==> config.mk <==
export PLATFORM = sky130hd
export DESIGN_NAME = serial_sub_flat
export DESIGN_NICKNAME = d
export VERILOG_FILES = /design/src/rtl/serial_sub_if.sv /design/src/rtl/serial_sub.sv /design/src/flat_wrapper.sv
export SDC_FILE = /design/constraint.sdc
export NUM_CORES = 1
export LEC_CHECK = 0
export ABC_AREA = 1
export CAP_MARGIN = 5
export CORE_MARGIN = 2
export CORE_UTILIZATION = 47
export CTS_BUF_LIST = sky130_fd_sc_hd__clkbuf_16
export DETAILED_ROUTE_END_ITERATION = 8
export PLACE_DENSITY = 0.75
export SLEW_MARGIN = 20
export SYNTH_ARGS = -nofsm -noshare
export SYNTH_HDL_FRONTEND = slang
export SYNTH_SLANG_ARGS = --single-unit
==> constraint.sdc <==
create_clock -name clk -period 1.3 [get_ports clk]
set_input_delay 0.195 -clock clk [delete_from_list [all_inputs] [get_ports clk]]
set_output_delay 0.195 -clock clk [all_outputs]
set_load 0.01 [all_outputs]
==> src/rtl/serial_sub_if.sv <==
// Handshake and operand/result bundle for the bit-serial subtractor.
interface serial_sub_if #(
    parameter int WIDTH = 8
);
    logic             start;
    logic [WIDTH-1:0] a;
    logic [WIDTH-1:0] b;
    logic             busy;
    logic             done;
    logic [WIDTH-1:0] diff;
    logic             bout;

    modport master (output start, a, b, input busy, done, diff, bout);
    modport slave  (input start, a, b, output busy, done, diff, bout);
endinterface

==> src/rtl/serial_sub.sv <==
// Bit-serial subtractor: a - b computed LSB first, one bit per clock,
// with a start/busy/done handshake and a held result/borrow.
//
// state | meaning
// IDLE  | waiting for start
// RUN   | one bit step per edge, WIDTH steps total
// DONE  | single-cycle result pulse; start here launches the next op
module serial_sub #(
    parameter int WIDTH = 8
) (
    input  logic         clk,
    input  logic         rst_n,
    serial_sub_if.slave  sif
);
    localparam int CW = $clog2(WIDTH);

    typedef enum logic [1:0] {IDLE, RUN, DONE} state_t;

    state_t           state_q, state_d;
    logic [WIDTH-1:0] sa_q, sa_d;
    logic [WIDTH-1:0] sb_q, sb_d;
    logic [WIDTH-1:0] sr_q, sr_d;
    logic             br_q, br_d;
    logic [CW-1:0]    cnt_q, cnt_d;
    logic [WIDTH-1:0] diff_q, diff_d;
    logic             bout_q, bout_d;

    logic d_bit;
    logic br_n;

    assign d_bit = sa_q[0] ^ sb_q[0] ^ br_q;
    assign br_n  = (~sa_q[0] & sb_q[0]) | (~(sa_q[0] ^ sb_q[0]) & br_q);

    always_comb begin
        state_d = state_q;
        sa_d    = sa_q;
        sb_d    = sb_q;
        sr_d    = sr_q;
        br_d    = br_q;
        cnt_d   = cnt_q;
        diff_d  = diff_q;
        bout_d  = bout_q;
        case (state_q)
            IDLE, DONE: begin
                if (sif.start) begin
                    sa_d    = sif.a;
                    sb_d    = sif.b;
                    br_d    = 1'b0;
                    cnt_d   = '0;
                    state_d = RUN;
                end else begin
                    state_d = IDLE;
                end
            end
            RUN: begin
                sa_d  = sa_q >> 1;
                sb_d  = sb_q >> 1;
                sr_d  = {d_bit, sr_q[WIDTH-1:1]};
                br_d  = br_n;
                cnt_d = cnt_q + CW'(1);
                // Last bit: publish the assembled result directly from this step.
                if (cnt_q == CW'(WIDTH - 1)) begin
                    diff_d  = {d_bit, sr_q[WIDTH-1:1]};
                    bout_d  = br_n;
                    state_d = DONE;
                end
            end
            default: state_d = IDLE;
        endcase
    end

    always_ff @(posedge clk) begin
        if (!rst_n) begin
            state_q <= IDLE;
            sa_q    <= '0;
            sb_q    <= '0;
            sr_q    <= '0;
            br_q    <= 1'b0;
            cnt_q   <= '0;
            diff_q  <= '0;
            bout_q  <= 1'b0;
        end else begin
            state_q <= state_d;
            sa_q    <= sa_d;
            sb_q    <= sb_d;
            sr_q    <= sr_d;
            br_q    <= br_d;
            cnt_q   <= cnt_d;
            diff_q  <= diff_d;
            bout_q  <= bout_d;
        end
    end

    assign sif.busy = (state_q == RUN);
    assign sif.done = (state_q == DONE);
    assign sif.diff = diff_q;
    assign sif.bout = bout_q;
endmodule
==> src/flat_wrapper.sv <==
// flat-port wrapper written by rule: the top's interface ports become plain ports
module serial_sub_flat 
#(
    parameter int WIDTH = 8
)
  (clk, rst_n, sif_start, sif_a, sif_b, sif_busy, sif_done, sif_diff, sif_bout);
  serial_sub_if #(.WIDTH(WIDTH)) sif_i ();
  input  logic clk;
  input  logic rst_n;
  input wire logic [$bits(sif_i.start)-1:0] sif_start;
  input wire logic [$bits(sif_i.a)-1:0] sif_a;
  input wire logic [$bits(sif_i.b)-1:0] sif_b;
  output wire logic [$bits(sif_i.busy)-1:0] sif_busy;
  output wire logic [$bits(sif_i.done)-1:0] sif_done;
  output wire logic [$bits(sif_i.diff)-1:0] sif_diff;
  output wire logic [$bits(sif_i.bout)-1:0] sif_bout;
  assign sif_i.start = sif_start;
  assign sif_i.a = sif_a;
  assign sif_i.b = sif_b;
  assign sif_busy = sif_i.busy;
  assign sif_done = sif_i.done;
  assign sif_diff = sif_i.diff;
  assign sif_bout = sif_i.bout;
  serial_sub #(.WIDTH(WIDTH)) u_core (.clk(clk), .rst_n(rst_n), .sif(sif_i));
endmodule
==> flow_summary.yaml <==
routing:
  vias_per_cell: 4.90
  ant_nets: 0
  via_count: 1633
  drt_iter0_drc: 117
  first_pass_iters: 4
  drc: 0
  drt_wl_total_um: 3570
  wl_per_cell_um: 10.7
worst_setup_path:
  crit_family: "adder cells"
  r2r-end: "u_core.sif.diff[7]$_SDFFE_PN0P_"
  path_cells: "inv_1, fa_1, nand3_1, a21oi_2"
  reg2reg_from: "u_core.br_q$_SDFFE_PN0P_"
  worst_path_largest_cell_delay_ns: 0.57
  path_class: "reg -> reg"
  crit_slowest_cell: "fa_1"
  arrival_ns: 1.44
  path_buf_inv: 1
  startpoint_type: "flip-flop"
  cp-end-kind: "flip-flop"
  ff2ff_setup_slack_ns: 0.07
  worstPathMaxFanout: 2
  reg2reg_depth: 4
  worstPathRequired_ns: 1.52
clock_network:
  cts_hold_buf: 0
  clk_latency_ns: 0.28
  clock-sinks: 38
  cts_root_buf: "clkbuf_16"
  numCtsBuffers: 5
  cts-htree-levels: 2
  clockBufferDepth: 2
  cts.clk_slew.worst_paths_ns: 0.06
  post_cts_buffers: 0
  cts_tree: "done"
pwr:
  p_leak_nw: 1.10
  p_seq_frac: 0.411
  ir_worst_vdd_v: 0.00110
  intPower_mw: 2.36
  p_clk_frac: 0.440
  power_frac_comb: 0.148
  powerDensity_mw_per_mm2: 1340
  swShare: 0.239
  p_sw_mw: 0.742
synthesis:
  yosys.area.top_type: "dfxtp_1"
  syn_avg_cell_area_um2: 7.08
  yosysSeqAreaShare: 0.433
  yosys_warnings: 0
  yosysMostFrequentCell: "nand2_1"
  synth_area_mm2: 0.00176
  syn-num-nets: 270
  synth_cell_types: 19
  synthCells: 248
  synthArstFlopShare: 0
  synth-seq-cells: 38
  synth_top_area_frac: 0.433
  ys.flop_type: "dfxtp_1"
  synthTopCellsByArea: "dfxtp_1 43%, nand3_1 12%, nand2_1 9.4%, inv_1 7.3%, nor2_1 5.8%"
  ys_top_cells_by_count: "44 x nand2_1, 42 x nand3_1, 38 x dfxtp_1, 34 x inv_1, 27 x nor2_1"
  synth_enable_flop_cells: 0
flow_run:
  cap_violations: 0
cells_and_area:
  n_fill_cell: 344
  layout-drive-gt1-share: 0.119
  finish.utilization: 0.635
  diodes: 0
  nNetsFinal: 306
  syn2layout_area_growth_pct: 31.4
place:
  dpl.hpwl_um: 2460
  place_congestion: 0.769
  post-place-ws_ns: -0.0178
  portBuffers: 29
sta:
  drv_slew: 0
  hold_violations: 0
  max_freq_mhz: 816
  whs_ns: 0.458
  fin_skew_ns: 0.00281
  fin_ws_ns: 0.0746
  setup_viol: 0
  rsz0062_at_grt: "no"
  tns_ns: 0
  tightestPinTransition_ns: 0.247
  max_slew_margin: 0.835
  period_share: 0.943
  fin_crit_ns: 1.23
floorplanning:
  initial_core_util: 0.483
  die_w_um: 65.1
  core_mm2: 0.00363
  die_h_um: 65.1
  die_area_mm2: 0.00424
  io_pins: 30
  std_cell_rows: 22
global_route:
  antenna_found_initial: 0
  track_usage: 0.192
  grt_pass1_vias: 1428
  grt_pass1_wl_um: 6220
  grt.overflow.total: 0
  grt_start_max_net_pins: 22
worst_hold_path:
  hold_depth: 2
  hp-class: "reg -> reg"
  min_to: "u_core.sif.diff[0]$_SDFFE_PN0P_"
  min_from: "u_core.sif.diff[0]$_SDFFE_PN0P_"
status:
  status: "complete, no violations"
[power by group through the flow]
stage               Clock, mW  Sequential, mW  Combinational [mW]
finish                   1.37            1.28               0.461
detailed placement          0            1.30               0.457
floorplan                   0            1.29               0.320
global placement            0            1.30               0.453
CTS                      1.41            1.28               0.461
global route             1.45            1.29               0.522
[state kept, by name, summed over array words and instances (netlist names)]
signal and flops:
u_core.cnt_q 3, u_core.sif.diff 8, u_core.sb_q 8, u_core.sr_q 7, u_core.sa_q 8, u_core.sif.bout 1
u_core.br_q 1, u_core.state_q 2
[layout by cell type, fill, tap and decap left out, types with 10 or more instances in the layout]
| master | Yosys | final |
|---|---|---|
| a21oi_1 | 13 | 12 |
| buf_4 | 4 | 10 |
| clkdlybuf4s50_1 | 0 | 18 |
| dfxtp_1 | 38 | 37 |
| inv_1 | 34 | 34 |
| nand2_1 | 44 | 44 |
| nand3_1 | 42 | 42 |
| nor2_1 | 27 | 27 |
| nor3_1 | 14 | 14 |
[cell type report]
class	instances	area, um^2	area share
flip-flops and latches	38	762	0.330
multi-input cells	158	751	0.325
clock inverters	3	45.0	0.0195
repair buffers	44	427	0.185
inverters	37	139	0.0602
well taps	48	60.1	0.0260
clock buffers	5	125	0.0542
[layer usage]
metal,part of all wire,wire length (um),GRT usage
met1,0.47,1660,0.227
met4,0.011,39,0.0833
met2,0.47,1680,0.314
met3,0.054,193,0.0668
met5,0,0,0
[cells by family after synthesis]
family / share of synthesized area
AOI/OAI and AO/OA: 0.0655
adders and majority gates: 0.0256
buffers and inverters: 0.143
DFF: 0.433
and+or+nand+nor: 0.333
[per-stage QoR]
stage / total power, mW / std cells / cell area, um^2
after floorplan: 1.61 / 248 / 1760
after global placement: 1.75 / 325 / 2140
after detailed placement: 1.76 / 325 / 2140
after CTS: 3.15 / 333 / 2300
after global routing: 3.26 / 333 / 2310
final: 3.10 / 333 / 2310
[worst max path at each step]
| stage | cells past startpoint | start | to |
|---|---|---|---|
| 3_3_place_gp | 5 | sif_start | u_core.sb_q[0]$_SDFFE_PN0P_ |
| 6_report | 4 | u_core.br_q$_SDFFE_PN0P_ | u_core.sif.diff[7]$_SDFFE_PN0P_ |
| 2_1_floorplan | 6 | u_core.cnt_q[0]$_SDFFE_PN0P_ | u_core.sif.diff[4]$_SDFFE_PN0P_ |
| 5_1_grt | 4 | u_core.br_q$_SDFFE_PN0P_ | u_core.sif.diff[7]$_SDFFE_PN0P_ |
| 3_5_place_dp | 5 | sif_start | u_core.sb_q[0]$_SDFFE_PN0P_ |
| 4_1_cts | 3 | u_core.state_q[0]$_SDFFE_PN0P_ | sif_busy |
[tightest hold or removal path: stages (launching register included)]
cell     delay, ns
dfxtp_1       0.31
nand2_1       0.06
a21oi_1       0.05
[repair_timing]
action | CTS | global route
resized for setup | 12 | 9
setup endpoints to repair | 11 | 24
pin swaps | 0 | 2
No activity file was read; power rests on OpenSTA's default activity.
==> RTL edit (same flow settings) <==
`WIDTH` is set to 8 in 3 places; all go to 16.
--- a/src/rtl/serial_sub_if.sv
+++ b/src/rtl/serial_sub_if.sv
@@ -1,5 +1,5 @@
 // Handshake and operand/result bundle for the bit-serial subtractor.
 interface serial_sub_if #(
-    parameter int WIDTH = 8
+    parameter int WIDTH = 16
 );
     logic             start;
--- a/src/rtl/serial_sub.sv
+++ b/src/rtl/serial_sub.sv
@@ -7,5 +7,5 @@
 // DONE  | single-cycle result pulse; start here launches the next op
 module serial_sub #(
-    parameter int WIDTH = 8
+    parameter int WIDTH = 16
 ) (
     input  logic         clk,
--- a/src/flat_wrapper.sv
+++ b/src/flat_wrapper.sv
@@ -2,5 +2,5 @@
 module serial_sub_flat 
 #(
-    parameter int WIDTH = 8
+    parameter int WIDTH = 16
 )
   (clk, rst_n, sif_start, sif_a, sif_b, sif_busy, sif_done, sif_diff, sif_bout);
Interface: changed (resized sif_a, sif_b and sif_diff); port bits go from 30 to 54. The function was not compared with the original's and may differ.
==> RTL edit against the unedited design <==
Maximum frequency decreased by 3.6%. Cell count increased by 72%. Sequential cell count up 33. Synthesized area rose by 79%. First-iteration DRC count up 38%. Wire length is 100% higher. Design area up 80%. Sequential share of layout area increased by 1.3 points. Total power grew 76%. Setup slack got worse by 0.046 ns. Critical path type unchanged. Critical endpoint is now u_core.sr_q[15]. Largest cell class unchanged.
==> RTL edit: results <==
{
  "min_from": "sif_a[15]",
  "p_sw_share_pct": 25.0,
  "htreeDepth": 3,
  "portBuffers": 53,
  "clk_latency_ns": 0.33,
  "synthAdderAreaFrac_pct": 1.03,
  "comb_power_w": 0.000679,
  "dp_hpwl_mm": 4.73,
  "status": "finished, final reports clean",
  "grt_max_degree": 30,
  "dieArea_sq_um": 7370,
  "place_congestion": 0.783,
  "multi_input_area_sq_um": 1410,
  "grt.total_usage_pct": 20.6,
  "clockNetworkAreaShare_pct": 7.19,
  "regArea_sq_um": 1430,
  "synth_common_cells": "nand3_1 (131), dfxtp_1 (71), nand2_1 (57), nor2_1 (39), a21oi_1 (38)",
  "cp.arrival_ns": 1.49,
  "crit_start": "u_core.sb_q[0]",
  "synth.area.top_cells": "dfxtp_1 (45%), nand3_1 (21%), nand2_1 (6.8%)",
  "finalWirelength_mm": 7.26,
  "drive_above_1_share_pct": 11.3,
  "syn-num-nets": 472,
  "cts_buffers": 9,
  "nonClkBufAreaFrac_pct": 18.7,
  "ys_ff_latch": 71,
  "n_all_inverters": 40,
  "grt_pass1_vias": 2712,
  "skew_ns": 0.00731,
  "power_frac_seq_pct": 43.4,
  "layout.nets": 527,
  "hp-class": "input pin to flop",
  "worst_pin_slew_ns": 0.268,
  "fin_crit_ns": 1.27,
  "multi_input_gates": 290,
  "n_fill_cell": 587,
  "finalPower_w": 0.00547,
  "drtPass1Iterations": 6,
  "synth_compound_area_share_pct": 8.75,
  "initialDrtViolationCount": 162
}
[RTL edit: cell count changes after synthesis, moves of 4 or more]
cell / change
buf_2: +13
nand3_1: +89
nand2_1: +13
o21ai_0: +5
dfxtp_1: +33
nor3_1: -14
a21oi_1: +25
nor2_1: +12
buf_4: +4
[RTL edit: path summary, 6_finish.rpt]
path                              to  slack, ns
hold reg to reg   u_core.sif.diff[4]       0.46
hold / removal       u_core.sa_q[15]       0.43
setup reg to reg     u_core.sr_q[15]       0.03
setup / recovery     u_core.sr_q[15]       0.03
[RTL edit: what timing repair did]
action                     CTS  global route
gates cloned                 0             1
resized for setup           30             9
setup endpoints to repair   48            24
pin swaps                    0             1
[RTL edit: per-layer routing]
| metal | part of all wire, % | vias to the layer above | track usage [%] |
|---|---|---|---|
| met3 | 5.6 | 9 | 5.20 |
| met5 | 0 | - | 0 |
| met4 | 0.94 | 0 | 6.78 |
| li1 | - | 1543 | - |
| met2 | 46 | 92 | 33.2 |
| met1 | 47 | 1362 | 27.1 |
[RTL edit: stage by stage]
| step | TNS [ns] | cells | util [%] | setup WS (ns) | hold WS, ns |
|---|---|---|---|---|---|
| after floorplan | 0 | 435 | - | 0.0770 | 0.342 |
| after global placement | -2.68 | 555 | 59.8 | -0.0845 | 0.443 |
| after detailed placement | -3.79 | 555 | 59.8 | -0.130 | 0.458 |
| after CTS | 0 | 571 | 64.3 | 0.0253 | 0.427 |
| after global routing | -0.0000997 | 572 | 64.7 | -0.0000997 | 0.429 |
| final | 0 | 572 | 64.7 | 0.0288 | 0.432 |
[RTL edit: critical path: stages (launching register included)]
cell and delay, ns:
dfxtp_1 0.33, inv_1 0.07, fa_1 0.50, o21ai_0 0.20, nor2_1 0.06
